$ cat src/rtl/fetch_unit_pkg.sv
// Shared ISA definitions: opcodes, instruction field positions and
// the fetch-to-decode bundle used by every CPU stage.
package fetch_unit_pkg;

  typedef enum logic [3:0] {
    OP_NOP = 4'h0,
    OP_LI  = 4'h1,
    OP_ADD = 4'h2,
    OP_JNZ = 4'h3,
    OP_JMP = 4'h4
  } opcode_e;

  localparam int OPC_MSB = 15;
  localparam int OPC_LSB = 12;
  localparam int TGT_MSB = 11;
  localparam int TGT_LSB = 4;

  localparam logic [15:0] CNT_MAX = 16'hFFFF;

  typedef struct packed {
    logic [15:0] op;
    logic [7:0]  pc;
    logic        valid;
  } if_id_t;

  function automatic logic [3:0] opc_of(
    input logic [15:0] w
  );
    return w[OPC_MSB:OPC_LSB];
  endfunction

  function automatic logic [7:0] tgt_of(
    input logic [15:0] w
  );
    return w[TGT_MSB:TGT_LSB];
  endfunction

endpackage

$ cat src/rtl/fetch_unit.sv
// Instruction fetch stage: registered fetch-to-decode slot with
// zero-bubble JMP predecode, execute redirect and self-loop halt.
module fetch_unit
  import fetch_unit_pkg::*;
#(
  parameter logic [7:0] RESET_PC = 8'd0,
  parameter logic [3:0] OPC_JMP  = OP_JMP
) (
  input  logic        clk,
  input  logic        rst_n,
  output logic [7:0]  imem_pc,
  input  logic [15:0] imem_op,
  output logic [15:0] id_op,
  output logic [7:0]  id_pc,
  output logic        id_valid,
  input  logic        id_ready,
  input  logic        ex_redirect,
  input  logic [7:0]  ex_target,
  output logic        halted,
  output logic [15:0] fetch_cnt
);

  logic [7:0]  pc_q, pc_d;
  if_id_t      id_q, id_d;
  logic        halt_q, halt_d;
  logic [15:0] cnt_q, cnt_d;

  logic load;
  logic xfer;
  logic is_jmp;

  assign load   = !halt_q && (!id_q.valid || id_ready);
  assign xfer   = id_q.valid && id_ready;
  assign is_jmp = opc_of(imem_op) == OPC_JMP;

  always_comb begin
    pc_d   = pc_q;
    id_d   = id_q;
    halt_d = halt_q;
    cnt_d  = cnt_q;
    if (xfer && cnt_q != CNT_MAX)
      cnt_d = cnt_q + 16'd1;
    // redirect outranks load, stall, halt and predecode
    priority case (1'b1)
      ex_redirect: begin
        pc_d       = ex_target;
        id_d.valid = 1'b0;
        halt_d     = 1'b0;
      end
      load: begin
        id_d.op    = imem_op;
        id_d.pc    = pc_q;
        id_d.valid = 1'b1;
        if (is_jmp) begin
          pc_d = tgt_of(imem_op);
          if (tgt_of(imem_op) == pc_q)
            halt_d = 1'b1;
        end else begin
          pc_d = pc_q + 8'd1;
        end
      end
      default: ;
    endcase
  end

  always_ff @(posedge clk or negedge rst_n) begin
    if (!rst_n) begin
      pc_q   <= RESET_PC;
      id_q   <= '0;
      halt_q <= 1'b0;
      cnt_q  <= '0;
    end else begin
      pc_q   <= pc_d;
      id_q   <= id_d;
      halt_q <= halt_d;
      cnt_q  <= cnt_d;
    end
  end

  assign imem_pc   = pc_q;
  assign id_op     = id_q.op;
  assign id_pc     = id_q.pc;
  assign id_valid  = id_q.valid;
  assign halted    = halt_q;
  assign fetch_cnt = cnt_q;

endmodule
$ cat config.mk
export PLATFORM = sky130hd
export DESIGN_NAME = fetch_unit
export DESIGN_NICKNAME = d
export VERILOG_FILES = /design/src/rtl/fetch_unit_pkg.sv /design/src/rtl/fetch_unit.sv
export SDC_FILE = /design/constraint.sdc
export NUM_CORES = 1
export LEC_CHECK = 0
export CAP_MARGIN = 20
export CORE_UTILIZATION = 42
export CTS_CLUSTER_SIZE = 16
export DETAILED_ROUTE_END_ITERATION = 8
export GPL_TIMING_DRIVEN = 0
export PLACE_DENSITY = 0.76
export SYNTH_ARGS = -nofsm -noshare
export SYNTH_HDL_FRONTEND = slang
export SYNTH_SLANG_ARGS = --single-unit
$ cat constraint.sdc
create_clock -name clk -period 1.8 [get_ports clk]
set_clock_uncertainty 0.15 [all_clocks]
set_input_delay 0.27 -clock clk [delete_from_list [all_inputs] [get_ports clk]]
set_output_delay 0.27 -clock clk [all_outputs]
set_load 0.005 [all_outputs]
## Word level (Yosys, flattened, before mapping)

Index checks and enable logic that the tools add are counted.

| operators by class | value |
|---|---|
| add/subtract/negate cells | 2 |
| equal/unequal tests | 3 |
| muxes and demuxes | 9 |
| bitwise logic cells | 1 |
| reductions and logical operators | 11 |

Operator list:

| kind | number |
|---|---|
| 8-bit 2-to-1 mux | 3 |
| 16-bit by 1-bit adder with 16-bit output, second input constant | 1 |
| 16-bit != test, second input constant | 1 |
| 8-bit by 1-bit adder with 8-bit output, second input constant | 1 |
| 8-bit equality test | 1 |
| 1-bit 2-to-1 mux | 6 |
| 2-bit nonzero test | 3 |
| 4-bit by 3-bit equality test with 1-bit output, second input constant | 1 |
| 1-bit logical AND | 3 |
| 3-bit AND reduction | 1 |
| 1-bit logical NOT | 2 |
| 2-bit AND reduction | 1 |
| 1-bit logical OR | 1 |
| 1-bit inverter | 1 |

| word-level totals | value |
|---|---|
| register bits after elaboration | 50 |
| input port bits | 28 |
| output and inout port bits | 50 |
| logic and storage cells | 32 |

## Longest topological paths before layout

Gate-level depths: netlist (run 1).

| depth | value |
|---|---|
| depth in word-level cells | 5 |
| mapped depth | 6 |

## Worst setup path before layout (run 1)

OpenSTA, ideal clock, no wires.

| timing | value |
|---|---|
| path kind | reg-to-reg |
| from | reg id_q (netlist bit id_valid) |
| to | reg id_q (netlist bit id_op[10]) |
| library setup time | 0.128 ns |
| data arrival time | 1.593 ns |
| path slack | -0.071 ns |
| cell stages (with the launch flop) | 7 |
| path through | dfrtp_1 > nor2b_1 > or2_1 > nor2_1 > buf_2 > buf_4 > mux2_1 |

| on the way | value |
|---|---|
| cells in the longest elaborated chain, start to end | 4 |

Ends and longest elaborated chain:

| what | RTL line | RTL |
|---|---|---|
| start: declaration | fetch_unit.sv:24 | `if_id_t id_q, id_d;` |
| start signal: assignment | fetch_unit.sv:74 | `id_q <= id_d;` |
| 1-bit logical NOT | fetch_unit.sv:32 | `assign load = !halt_q && (!id_q.valid \|\| id_ready);` |
| 1-bit logical OR | fetch_unit.sv:32 |  |
| 1-bit logical AND | fetch_unit.sv:32 |  |
| 2-bit AND reduction (no line) | - |  |

Every way passes these cells.
A chain may end at the register's enable or synchronous reset.

## Worst setup path after layout (run 1)

| timing | value |
|---|---|
| from | in imem_op[15] |
| to | reg pc_q[2], in the netlist imem_pc[2] |

| on the way | value |
|---|---|
| cells in the longest elaborated chain, start to end | 4 |

Ends and longest elaborated chain:

| what | RTL line | RTL |
|---|---|---|
| start: declaration | fetch_unit.sv:12 | `input logic [15:0] imem_op,` |
| 4-bit by 3-bit equality test with 1-bit output | fetch_unit.sv:34 | `assign is_jmp = opc_of(imem_op) == OPC_JMP;` |
| 8-bit 2-to-1 mux | fetch_unit.sv:54 | `if (is_jmp) begin` |
| 8-bit 2-to-1 mux (2 in a row) | fetch_unit.sv:44 | `priority case (1'b1)` |
| end signal: assignment | fetch_unit.sv:73 | `pc_q <= pc_d;` |
| end: declaration | fetch_unit.sv:23 | `logic [7:0] pc_q, pc_d;` |

Every way passes these cells. The select of a mux whose other input is x is not followed.

==> key figures, run 1 <==
Clock network
  • Clk Latency, worst-skew pair: 300 ps
  • CTS buffer count: 5
  • CTS tree: built
  • H-tree lvl count: 2
  • Clk buf depth: 2
  • Clock root cell: clkbuf_8
  • CTS Sinks: 50
  • CTS clk-pin slew, worst paths: 90 ps

Routing
  • TritonRoute pass-1 iters: 4
  • Drt wl/cell: 15.9 um
  • Antenna Nets Post-Route: 0
  • DRC violations left: 0
  • Via count: between 2000 and 2500
  • Via-to-Cell Ratio: 5.41
  • DRT iter0 DRCs: 67
  • DRT Wirelength: 6.16 mm

Cells and area
  • Final nets: 344
  • Ant diodes: 0
  • Final Cell Area: 3700 um2
  • Syn-to-layout area delta: 50.5%
  • Multi-input gate area: 1270 um2
  • Fin util: 66.4%
  • Layout cells sized above 1: 25.4%
  • Filler Cell Count: 459
  • Register Area: approximately 1300 um2

STA
  • Slew Limit Headroom: 58.1%
  • Hold WS: 197 ps
  • Slew Viols, Final: 0
  • Setup slack after layout: 22.9 ps
  • Post-route clock period utilization: between 90 and 100%
  • Worst Tran Pin Value: about 630 ps
  • Setup Viol. Count Final: 0
  • Final worst path period need: 1780 ps
  • Peak Freq: between 0.5 and 0.6 GHz
  • Final Hold Viols: 0

Status
  • Status: complete, no violations

Flow run
  • Max Cap Violations: 0

Worst hold path
  • Worst hold path type: primary input to register
  • Hold Crit Start: imem_op[14]

Critical path
  • Startpoint types: primary input
  • CP max-delay cell: or4b_4
  • CP max FO: 5
  • Setup Crit Path Kind: primary input to register
  • Worst Setup SP: imem_op[15]
  • Crit path capture type: register
  • Delay of the slowest cell on the worst path: 560 ps
  • CP Data Required Time: 1830 ps
  • Critical Path, Cell by Cell: dlygate4sd2_1 -> or4b_4 -> buf_6 -> mux2_1 -> o22ai_1 -> o21ai_1
  • RR Startpoint: fetch_cnt[14]
  • Worst endpoint data arrival time: 1810 ps

Die
  • # IOs: 78
  • CORE AREA: about 5600 um2
  • Die Footprint: 6170 um2
  • Chip width: 78.5 um
  • FP Rows: 27
  • Die Y: 78.5 um
  • Starting Density: 44.1%

Yosys
  • Top FF cell, synth: dfrtp_1
  • Post-synth EDFFs: 0
  • Ys async rst share: 100%
  • Post-Syn Area: between 2000 and 2500 um2
  • Cells after Synth: 215
  • Seq/Total Area, Yosys: 50.9%
  • Synth Register Bits: 50
  • Top-area cell type share of the netlist area: 50.9%
  • Syn avg cell area: 11.4 um2
  • Largest area contributor in the netlist: dfrtp_1
  • Area contributors post-synth: dfrtp_1, mux2_2, xor2_1
  • Library cells used by synthesis: about 40
  • Synth warnings: 0
  • Syn_nets: 245

Global routing
  • Largest net degree at the start of global routing: 33
  • Initial antenna violation count: 0
  • Vias in the first global route: 2111
  • Tot GR Track Use: 20.6%
  • GR Overflow Total: 0
  • First-pass GRT wire length: 9.93 mm

Placed design
  • Pre-CTS setup slack: -472 ps
  • Gpl congestion: 0.802
  • Port bufs: between 70 and 80
  • Placed inst area: between 3000 and 4000 um2
  • Hpwl dp: 4.25 mm

Pwr
  • Peak VDD IR: 0.505 mV
  • Final Power: 3.11 mW
  • Leak: 1.53 nW
  • Power density cells: 841 nW/um2
## final cells by class
type | count | area share, %
clock inverter | 1 | 0.135
tap | 72 | 2.43
buffer | 9 | 1.96
multi-input combinational | 154 | 34.3
timing repair buffer | 92 | 24.4
inverter | 2 | 0.203
clock buffer | 7 | 2.33
sequential | 50 | 34.2
## synthesized netlist by cell type (7+ instances only)
library cell   n
nor2_1        11
nand2_1       15
xor2_1        15
nand3_1       11
mux2_2        19
xnor2_1        7
dfrtp_1       50
mux2_1         8
## cell families (layout without fill, tap and decap cells)
family	count (synthesis)	count (layout)	share of synthesized area [%]
simple gates	71	71	16.9
compound gates	32	32	9.00
xor+xnor	22	22	7.83
buf+inv	11	111	1.98
fa+ha+maj	2	2	1.02
mux	27	27	12.4
flops	50	50	50.9
## metrics by stage
stage	cells	TNS, ps
floorplan	215	0
CTS	383	-9.25
global placement	363	-73150
detailed placement	364	-13270
global route	387	-14.3
finish	387	0
## worst max-delay path, delay by kind of cell
family,cells,cell delay (ps)
simple gates,1,560
buf+inv,2,410
mux,1,320
compound gates,2,240
## what timing repair did
| action | 4_1_cts | 5_1_grt |
|---|---|---|
| setup buffers | 9 | 3 |
| pin swaps | 6 | 7 |
| hold endpoints to repair | 18 | 0 |
| resized for setup | 19 | 21 |
| hold buffers | 1 | 0 |
| cloned | 1 | 1 |
| setup endpoints to repair | 39 | 40 |
## power by group
part           switching [mW]  total (mW)  internal, mW
Sequential              0.168        1.47          1.30
Clock                   0.359       0.669         0.311
Combinational           0.361       0.972         0.611
## path summary, 6_finish.rpt
kind / cells after the start / end / slack (ps)
max in group asynchronous: 3 / imem_pc[4] / 660
hold / removal: 2 / id_op[14] / 200
hold reg to reg: 1 / id_op[11] / 350
setup / recovery: 6 / imem_pc[2] / 20
min in group asynchronous: 2 / fetch_cnt[11] / 290
setup reg to reg: 4 / fetch_cnt[9] / 60
## state kept, by name (all words and copies together), names as in the netlist
signal,flops
id_valid,1
fetch_cnt,16
id_pc,8
halted,1
id_op,16
imem_pc,8
## layer usage
metal	GRT usage, %	wire length (um)	vias to the layer above
li1	-	-	979
met5	0	0	-
met2	35.9	3150	77
met1	24.8	2540	1032
met3	6.16	440	6
met4	4.63	33	0
## cell usage in the layout (no fill, tap or decap), drive strengths merged, types with 4 or more instances in the layout
| master | n |
|---|---|
| clkdlybuf4s50 | 70 |
| dfrtp | 50 |
| mux2 | 27 |
| buf | 19 |
| xor2 | 15 |
| nand2 | 15 |
| clkbuf | 13 |
| nand3 | 12 |
| nor2 | 11 |
| xnor2 | 7 |
| o21ai | 6 |
| a31oi | 5 |
| nor3b | 5 |
| a221o | 5 |
| dlygate4sd2 | 5 |
| nand4 | 5 |
| a21oi | 5 |
| nor4 | 5 |
| and3 | 4 |
| or3 | 4 |
(Power assumes the default switching activity.)
==> run 2, diff against run 1 <==
--- a/config.mk
+++ b/config.mk
@@ -6,7 +6,9 @@
 export NUM_CORES = 1
 export LEC_CHECK = 0
 export CAP_MARGIN = 20
+export CORE_MARGIN = 1
 export CORE_UTILIZATION = 42
+export CTS_BUF_LIST = sky130_fd_sc_hd__clkbuf_16
 export CTS_CLUSTER_SIZE = 16
 export DETAILED_ROUTE_END_ITERATION = 8
 export GPL_TIMING_DRIVEN = 0
==> run 2 against run 1 <==
- wire length rose by 0.89%
- fmax down 1.1%
- die area did not move
- core utilization rose by 1.3 points
- clock power up 34%
- critical endpoint is now imem_pc[7]
==> key figures, run 2 (same netlist as run 1, synthesis figures left out) <==
Status
  • Status: complete, no violations

Placed design
  • # placed instances: 364
  • Pre-CTS setup slack: -472 ps
  • Port bufs: 76
  • Gpl congestion: 0.802
  • Placed inst area: 3380 um2
  • Hpwl dp: 4.25 mm

Routing
  • DRC violations left: 0
  • Via count: between 2000 and 2500
  • DRT Wirelength: 6.22 mm
  • Via-to-Cell Ratio: ~5.4
  • DRT iter0 DRCs: 56
  • Antenna Nets Post-Route: 0
  • TritonRoute pass-1 iters: 4
  • Drt wl/cell: 16.1 um

Critical path
  • RR Startpoint: imem_pc[3]
  • Crit path capture type: register
  • Reg2Reg Depth: 5
  • R2r setup slk: 4 ps
  • CP Data Required Time: 1820 ps
  • Startpoint types: register
  • Worst endpoint data arrival time: 1810 ps
  • Reg-to-Reg End: imem_pc[7]
  • CP max-delay cell: dfrtp_1
  • Delay of the slowest cell on the worst path: 340 ps
  • CP max FO: 7
  • Critical Path, Cell by Cell: buf_2 -> nand4_1 -> o21ai_1 -> a31oi_2 -> a221o_1
  • Setup Crit Path Kind: register to register

Die
  • Starting Density: roughly 44%
  • Die Footprint: 6170 um2
  • FP Rows: 27
  • # IOs: 78
  • Die Y: 78.5 um
  • Chip width: around 79 um
  • CORE AREA: between 5000 and 6000 um2

Flow run
  • Max Cap Violations: 0

Clock network
  • CTS tree: built
  • Clk Latency, worst-skew pair: 280 ps
  • CTS buffer count: 5
  • CTS clk-pin slew, worst paths: 60 ps
  • CTS Sinks: 50
  • H-tree lvl count: 2
  • Clk buf depth: 2
  • Clock root cell: clkbuf_16

STA
  • Slew Viols, Final: 0
  • Post-route clock period utilization: 99.8%
  • Final worst path period need: roughly 1800 ps
  • Hold WS: about 210 ps
  • RSZ-0062 raised after global routing: yes
  • Worst Tran Pin Value: 604 ps
  • Final Hold Viols: 0
  • Slew Limit Headroom: 59.6%
  • TNS Setup: 0 ps
  • Setup Viol. Count Final: 0
  • Setup slack after layout: 3.95 ps
  • Peak Freq: 0.557 GHz

Cells and area
  • Final nets: 344
  • Final std cells w/o fill: 387
  • Fin util: 67.7%
  • Ant diodes: 0
  • Final Cell Area: 3770 um2
  • Commonest non-fill, non-tap cell in the layout: clkdlybuf4s50_1
  • Layout cells sized above 1: 25.4%
  • Syn-to-layout area delta: 53.4%
  • Most frequent cells in the layout: clkdlybuf4s50_1, dfrtp_1, mux2_2, xor2_1, nand2_1

Worst hold path
  • Hold EP: id_op[14]
  • Worst hold path type: primary input to register
  • Hold Crit Start: imem_op[14]
  • Hold path depth: 2

Pwr
  • Final Power: between 3 and 4 mW
  • Power density cells: 885 nW/um2
  • Peak VDD IR: 0.521 mV
  • Leak: 1.56 nW

Global routing
  • Tot GR Track Use: around a fifth
  • Largest net degree at the start of global routing: 33
  • GR Overflow Total: 0
  • Initial antenna violation count: 0
  • Vias in the first global route: ~2100
  • First-pass GRT wire length: 10.1 mm
-- run 2: report_power, final --
group          leakage [nW]  internal, mW  switching [mW]
sequential            0.606          1.30           0.168
combinational         0.886         0.609           0.363
clock                0.0724         0.503           0.392
-- run 2: layout make-up --
class | instances | area [um2]
buffer | 9 | 73.8
clock buffer | 5 | 125
clock inverter | 3 | 12.5
fill | 440 | 1800
inverter | 2 | 7.51
multi-input combinational | 154 | 1280
sequential | 50 | 1260
tap | 72 | 90.1
timing repair buffer | 92 | 917
-- run 2: worst max path at each step --
stage                 startpoint      endpoint  slack (ps)  cells past startpoint
finish                imem_pc[3]    imem_pc[7]           4                      5
global route        fetch_cnt[6]  fetch_cnt[1]         -20                      4
CTS                 fetch_cnt[2]  fetch_cnt[7]         -10                      4
detailed placement   imem_op[13]    imem_pc[2]        -470                      6
global placement           rst_n  fetch_cnt[1]       -1380                      1
floorplan               id_valid     id_op[10]           6                      6
-- run 2: per-layer routing --
layer	global-route usage [%]	routed length (um)	vias to the layer above	part of all wire, %
li1	-	-	986	-
met3	5.00	372	15	6.0
met2	37.1	3180	81	51
met1	25.0	2550	1014	41
met5	0	0	-	0
met4	6.67	119	0	1.9
-- run 2: timing repair --
item,in CTS,in global routing
endpoints found under the hold margin,18,0
setup buffers,8,4
cloned,2,0
hold buffers,1,0
resized for setup,24,24
pin swaps,5,8
endpoints found under the setup margin,38,37
-- run 2: worst max-delay path: cells and delay by family (launching register included) --
family / cells / cell delay (ps)
AOI/OAI and AO/OA: 3 / 750
and+or+nand+nor: 1 / 230
buffers and inverters: 1 / 210
DFF: 1 / 340
==> run 3, diff against run 2 <==
==> constraint.sdc (replaced) <==
create_clock -name clk -period 1.8 [get_ports clk]
set_clock_uncertainty 0.15 [all_clocks]
set_input_delay 0.36 -clock clk [delete_from_list [all_inputs] [get_ports clk]]
set_output_delay 0.36 -clock clk [all_outputs]
set_load 0.005 [all_outputs]
==> run 3 against run 2 <==
- sequential power barely moved
- clock power shrank 1%
- critical path type is now register to output port
- count of clock-buffer cells in the layout stayed put
- highest routed layer unchanged
- critical endpoint is now fetch_cnt[14]
- die area is the same
==> key figures, run 3 (same netlist as run 1, synthesis figures left out) <==
Status
  • Status: complete, no violations

Critical path
  • WP buf/inv: 1
  • Crit-path leading delay family: buffers and inverters
  • Startpoint types: register
  • CP max-delay cell: clkdlybuf4s50_1
  • CP Data Required Time: approximately 1300 ps
  • Delay of the slowest cell on the worst path: 550 ps
  • Crit path capture type: output port
  • Worst endpoint data arrival time: between 1000 and 1500 ps
  • Setup Crit Path Kind: register to output port
  • Critical Path, Cell by Cell: clkdlybuf4s50_1
  • CP max FO: 4

Cells and area
  • Final Cell Area: around 3800 um2
  • Syn-to-layout area delta: 54.8%
  • Ant diodes: 0
  • Layout cells sized above 1: approximately 29%
  • Commonest non-fill, non-tap cell in the layout: clkdlybuf4s50_1
  • Final nets: 349
  • Most frequent cells in the layout: clkdlybuf4s50_1, dfrtp_1, mux2_2, buf_4, dfrtp_2

Global routing
  • M1 GR Usage: between 20% and 30%
  • GR Overflow Total: 0
  • First-pass GRT wire length: 10.3 mm
  • GRT met2 Usage: 36.7%
  • Largest net degree at the start of global routing: 33
  • Met3 Use GR: 6.16%
  • Global route hottest layer: met2
  • Tot GR Track Use: a little over a fifth
  • Vias in the first global route: about 2100
  • Initial antenna violation count: 0

Worst hold path
  • Worst hold path type: primary input to register

Flow run
  • Max Cap Violations: 0

Die
  • Starting Density: 44.1%
  • CORE AREA: 5570 um2
  • FP Rows: 27
  • Die Y: 78.5 um
  • Die Footprint: 6170 um2
  • Chip width: 78.5 um
  • # IOs: 78

Clock network
  • CTS buffer count: 5
  • Clock root cell: clkbuf_16
  • Clk Latency, worst-skew pair: between 200 and 300 ps
  • Clk buf depth: 2
  • CTS clk-pin slew, worst paths: about 60 ps
  • CTS tree: built
  • CTS Sinks: 50
  • H-tree lvl count: 2

STA
  • Final Hold Viols: 0
  • RSZ-0062 raised after global routing: yes
  • Slew Viols, Final: 0
  • Worst Tran Pin Value: ~630 ps
  • Setup Viol. Count Final: 0
  • Slew Limit Headroom: 57.8%
  • Post-route clock period utilization: 98.8%
  • Final worst path period need: between 1500 and 2000 ps
  • Peak Freq: 0.563 GHz

Placed design
  • Gpl congestion: 0.841
  • Placed inst area: 3390 um2
  • Port bufs: 76
  • Hpwl dp: 4.21 mm

Routing
  • Drt wl/cell: 16.6 um
  • Via-to-Cell Ratio: 5.49
  • DRT iter0 DRCs: 97
  • Antenna Nets Post-Route: 0
  • DRC violations left: 0
  • DRT Wirelength: about 6.5 mm
  • TritonRoute pass-1 iters: 4
  • Via count: 2146

Pwr
  • Leak: 1.63 nW
  • P_sw: 0.937 mW
  • Flop pwr share: between 40% and 50%
  • Internal power: around 2.5 mW
  • Clk pwr share: a little over a quarter
  • Switching Share: between 20% and 30%
  • Power density cells: 892 nW/um2
  • Combinational fraction of design power: about 30%
  • Final Power: 3.40 mW
  • Peak VDD IR: 0.491 mV
[run 3: cell count changes in the layout (fill, tap and decap cells not counted), sizes merged]
cell | before | now
buf | 20 | 23
or4b | 1 | 2
dlygate4sd2 | 3 | 2
clkbuf | 9 | 13
clkdlybuf4s50 | 70 | 68
clkinv | 2 | 0
inv | 3 | 4
dlymetal6s2s | 0 | 2
clkdlybuf4s15 | 2 | 0
[run 3: timing repair]
action	in CTS	in global routing
pin swaps	4	7
gates cloned	2	0
buffers inserted	7	11
endpoints found under the setup margin	42	44
resized for setup	27	23
endpoints found under the hold margin	18	0
hold buffers	1	0
[run 3: per-layer routing]
metal | vias up | routed length (um)
met3 | 16 | 416
met2 | 79 | 3220
met4 | 0 | 187
met1 | 1050 | 2660
met5 | - | 0
li1 | 1001 | -
[run 3: final timing paths]
path	from	end	slack [ps]	cells after the start
min in group asynchronous	rst_n	fetch_cnt[11]	410	2
hold reg to reg	id_op[14]	id_op[14]	340	1
max in group asynchronous	rst_n	imem_pc[1]	550	3
setup / recovery	fetch_cnt[14]	fetch_cnt[14]	20	1
hold / removal	imem_op[15]	id_op[15]	280	2
setup reg to reg	fetch_cnt[0]	fetch_cnt[7]	40	5
[run 3: cell type report]
class | instances | area [um2]
inverter | 2 | 7.51
timing repair buffer | 97 | 953
tap | 72 | 90.1
clock buffer | 5 | 125
fill | 442 | 1770
clock inverter | 2 | 7.51
sequential | 50 | 1270
multi-input combinational | 155 | 1300
buffer | 8 | 56.3
[run 3: power groups by stage]
stage / clock network, mW / logic, mW / registers, mW
after floorplan: 0 / 0.336 / 1.50
after global placement: 0 / 0.825 / 1.50
after detailed placement: 0 / 0.845 / 1.52
after CTS: 0.897 / 0.960 / 1.48
after global routing: 0.944 / 1.12 / 1.51
final: 0.882 / 1.03 / 1.48
[run 3: stage by stage]
step | utilization (%) | cells | TNS, ps | hold slack, ps | worst slack [ps]
2_1_floorplan | - | 215 | -0.308 | -85.6 | -0.308
3_3_place_gp | 60.5 | 363 | -81240 | 319 | -1470
3_5_place_dp | 60.7 | 364 | -17080 | 182 | -576
4_1_cts | 66.0 | 380 | 0 | 349 | 4.67
5_1_grt | 68.3 | 391 | -84.9 | 282 | -25.8
6_report | 68.3 | 391 | 0 | 281 | 22.3
==> edit 1, RTL diff (settings of run 3) <==
Put one more register stage on the output `fetch_cnt`, without a reset. The value now appears one clock later. The other outputs are not delayed to match.
--- a/src/rtl/fetch_unit.sv
+++ b/src/rtl/fetch_unit.sv
@@ -84,3 +84,5 @@
   assign halted    = halt_q;
-  assign fetch_cnt = cnt_q;
+  always_ff @(posedge clk) begin
+    fetch_cnt <= cnt_q;
+  end
 
Formal check against the unedited RTL: not equivalent (Yosys sat finds a counterexample within 4 cycles, from zero or initial values and one cycle with rst_n low).
==> edit 1 against run 3 <==
- the flow now finishes with violations (setup timing)
- fmax shrank 2.2%
- count of clock-buffer cells in the layout grew 5
- worst setup slack got worse by 0.041 ns
- total power is 34% higher
- final area grew 9.0%
- synthesized cell count increased by 8.8%
- synthesized area increased by 13%
- clock power increased by 87%
- non-clock buffer count is 3 lower
- sequential cell count up 16
- routed wire length down 0.69%
- cell count is 6.9% higher
- largest power group unchanged
==> edit 1: results <==
status:
  status: "finished, violations left"
  violations: "setup timing"
grt:
  grtUsageMet1_pct: 23.2
  met3_usage_pct: 6.76
  grt_pass1_vias: 2261
  grtUsageMet2_pct: 33.2
  grt_usage_pct: 20.0
  grt_max_degree: 31
worst_hold_path:
  min_to: "fetch_cnt[2]"
  hp-start: "cnt_q[2]"
  hold_depth: 0
timing:
  whs_ns: 0.219
  relSlewSlack_pct: 66.8
  tns_ns: -0.0245
  fin_ws_ns: -0.0184
  finalSetupViolCount: 3
cts:
  post_cts_resized: 22
  cts_setup_buffers: 10
  clock_latency_ns: 0.33
  cts_buffers: 9
synth:
  synth-async-reset-ratio_pct: 75.8
  seq_area_frac_synth_pct: 56.5
  netlist_instances: 234
  synthesis.nets: 264
  synth-adder-area-share_pct: 0.900
  synth_xor_area_share_pct: 5.67
  synthTopCellsByArea: "dfrtp_1 (45%), mux2_2 (12%), dfxtp_1 (12%)"
routing:
  wl_met2_mm: 3.22
  met3_length_um: 427
  wl_mm: 6.44
  m1WireLength_mm: 2.67
  drtIter0Drc: 86
  post_drt_via_cell_ratio: 5.30
critical_path:
  worstReg2RegStart: "cnt_q[0]"
  cp_data_arrival_time_ns: 1.88
  slowest_delay_ns: 0.36
  end_kind: "flop"
  crit_slowest_cell: "dfrtp_1"
  r2r-end: "cnt_q[12]"
place:
  io_buffers: 77
  dp_slack_ns: -0.575
  placed_area_um2: 3670
  hpwl_mm: 4.35
  gp_congestion: 0.838
layout:
  register_area_um2: 1580
  drive_above_1_share_pct: 25.2
  final_nets: 366
pwr:
  power_leakage_uw: 0.00178
  peakVddDrop_mv: 0.887
## edit 1: cell count changes after synthesis, sizes merged, moves of 3 or more
cell	change
and4	+3
dfxtp	+16
inv	+4
mux2i	+3
nand3	-5
nand4	+5
nor3	+4
o21ai	+3
## edit 1: cell type report
cell class                      instances  share of cell area [%]
Inverter                                6                   0.543
Timing Repair Buffer                   92                    21.4
Multi-Input combinational cell        151                    29.2
Tap cell                               77                    2.32
Clock inverter                          6                   0.965
Buffer                                 10                    1.54
Sequential cell                        66                    38.1
Clock buffer                           10                    6.03
## edit 1: critical path: cells and delay by family, from the launching register on
| family | cells | cell delay, ns |
|---|---|---|
| and+or+nand+nor | 3 | 0.64 |
| DFF | 1 | 0.36 |
| muxes | 1 | 0.36 |
| adders and majority gates | 1 | 0.19 |
## edit 1: report_power, final
part           internal [uW]  switching [uW]
Sequential              1720             148
Combinational            645             392
Clock                   1010             641
Total                   3380            1180
==> edit 2, RTL diff (config.mk and constraints of run 3) <==
Made on the original files. `CNT_MAX`: 16'hFFFF -> 16'h7FFF.
--- a/src/rtl/fetch_unit_pkg.sv
+++ b/src/rtl/fetch_unit_pkg.sv
@@ -17,3 +17,3 @@
 
-  localparam logic [15:0] CNT_MAX = 16'hFFFF;
+  localparam logic [15:0] CNT_MAX = 16'h7FFF;
 
Formal check against the unedited RTL: same outputs for any inputs over 10 cycles, from zero or initial values and one cycle with rst_n low; that may be too few to reach the edited logic, so the function may still have changed.
==> edit 2 against run 3 <==
- non-clock buffer count decreased by 1
- synthesized area increased by 1.7%
- sequential cell count unchanged
- final area decreased by 0.92%
- critical path type is now reg -> reg
- die area increased by 1.7%
- synthesized cell count increased by 0.93%
- critical path depth increased by 5
- worst setup slack got worse by 0.011 ns
- largest power group unchanged
- sequential share of layout area increased by 0.24 points
- total power decreased by 2.2%
- first-iteration DRC count increased by 25%
- critical endpoint is now id_op[12]
- routed wire length decreased by 3.0%
==> edit 2: results <==
synth:
  seq_area_frac_synth_pct: 50.0
  yosysUniqueCellTypes: 44
  synthTopCellsByArea: "dfrtp_1 (50%), mux2_2 (12%), xor2_1 (6.3%)"
  ys_warn_count: 0
  synth-async-reset-ratio_pct: 100
  ys.flop_type: "dfrtp_1"
  synthTopCellsByCount: "dfrtp_1 (50), mux2_2 (26), xor2_1 (18), nand3_1 (16), nand2_1 (15)"
  synthesis.nets: 247
grt:
  grt_max_degree: 41
  grt_pass1_wl_mm: 10.2
  antenna_found_initial: 0
  grt_pass1_vias: 1993
  grt_usage_pct: 21.3
critical_path:
  crit_slowest_cell: "dfrtp_1"
  crit_fanout: 7
  critical_path.top_delay_family: "simple AND/OR/NAND/NOR gates"
  cp_data_arrival_time_ns: 1.80
  slowest_delay_ns: 0.41
routing:
  wl_mm: 6.29
  drt_pass1_iterations: 4
  drtIter0Drc: 121
  vias: 2157
cts:
  cts_max_level: 2
  clock_path_buffers: 2
  path_clk_slew_ns: 0.06
  clock_latency_ns: 0.28
  cts_root_buf: "clkbuf_16"
  cts_buffers: 5
layout:
  fill_cells: 442
  antenna_cells: 0
  drive_above_1_share_pct: 28.5
  final_nets: 350
pwr:
  power_leakage_uw: 0.00160
  peakVddDrop_mv: 0.590
  switching_share_pct: 27.1
place:
  dp_slack_ns: -0.572
  io_buffers: 76
  hpwl_mm: 4.28
  gp_congestion: 0.843
timing:
  tightest_slew_ns: 0.623
status:
  status: "completed"
worst_hold_path:
  worst_hold_path_type: "in -> reg"
## edit 2: cell types whose count changed after synthesis, sizes merged, moves of 2 or more
cell     before  now
a211oi        2    5
nand3        12   16
o2111ai       2    0
xnor2         7    4
xor2         15   18
## edit 2: repair_timing
item | 4_1_cts | 5_1_grt
cloned | 1 | 0
setup buffers | 8 | 10
gates resized for setup | 21 | 24
endpoints found under the setup margin | 48 | 48
pin swaps | 3 | 2
hold buffers | 1 | 0
hold endpoints to repair | 10 | 0
## edit 2: metrics by stage
step	utilization, %	cell area (um2)	TNS (ns)	std cells	power (uW)
6_report	67.3	3770	0	391	3320
5_1_grt	67.3	3770	-0.924	391	3500
4_1_cts	64.9	3640	0	381	3230
3_5_place_dp	60.4	3380	-18.13	366	2340
3_3_place_gp	60.1	3370	-79.60	365	2320
2_1_floorplan	-	2520	0	217	1810
## edit 2: layout make-up
cell class	instances	area, um2	area share [%]
multi-input combinational	157	1290	34.2
sequential	50	1270	33.6
timing repair buffer	96	928	24.6
clock buffer	5	125	3.32
tap	72	90.1	2.39
buffer	8	60.1	1.59
inverter	2	7.51	0.199
clock inverter	1	3.75	0.0995
## edit 2: logic make-up after synthesis
family                     share of synthesized area (%)
buffers and inverters                               2.45
and+or+nand+nor                                     17.7
xor gates and xnor gates                            7.70
DFF                                                 50.0
muxes                                               12.9
adders and majority gates                           1.00
AOI/OAI and AO/OA                                   8.30
## edit 2: power by group through the flow
stage	logic (uW)	clock network, uW	registers, uW
after global placement	836	0	1480
after CTS	883	880	1470
after floorplan	338	0	1470
final	975	859	1490
after global routing	1060	926	1520
after detailed placement	855	0	1490
## edit 2: final timing paths
path	from	cells past startpoint	end	slack (ns)
min in group asynchronous	rst_n	2	fetch_cnt[9]	0.34
min reg2reg	id_op[3]	1	id_op[3]	0.35
min	imem_op[12]	2	id_op[12]	0.27
max	id_valid	6	id_op[12]	0.01
max in group asynchronous	rst_n	3	fetch_cnt[1]	0.65
max reg2reg	id_valid	6	id_op[12]	0.01
## edit 2: routing by layer
metal | share of wire, % | up-vias | GRT usage, %
met3 | 4.5 | 6 | 5.29
met4 | 0.94 | 0 | 5.64
met5 | 0 | - | 0
li1 | - | 1000 | -
met2 | 49 | 53 | 33.7
met1 | 46 | 1098 | 29.1
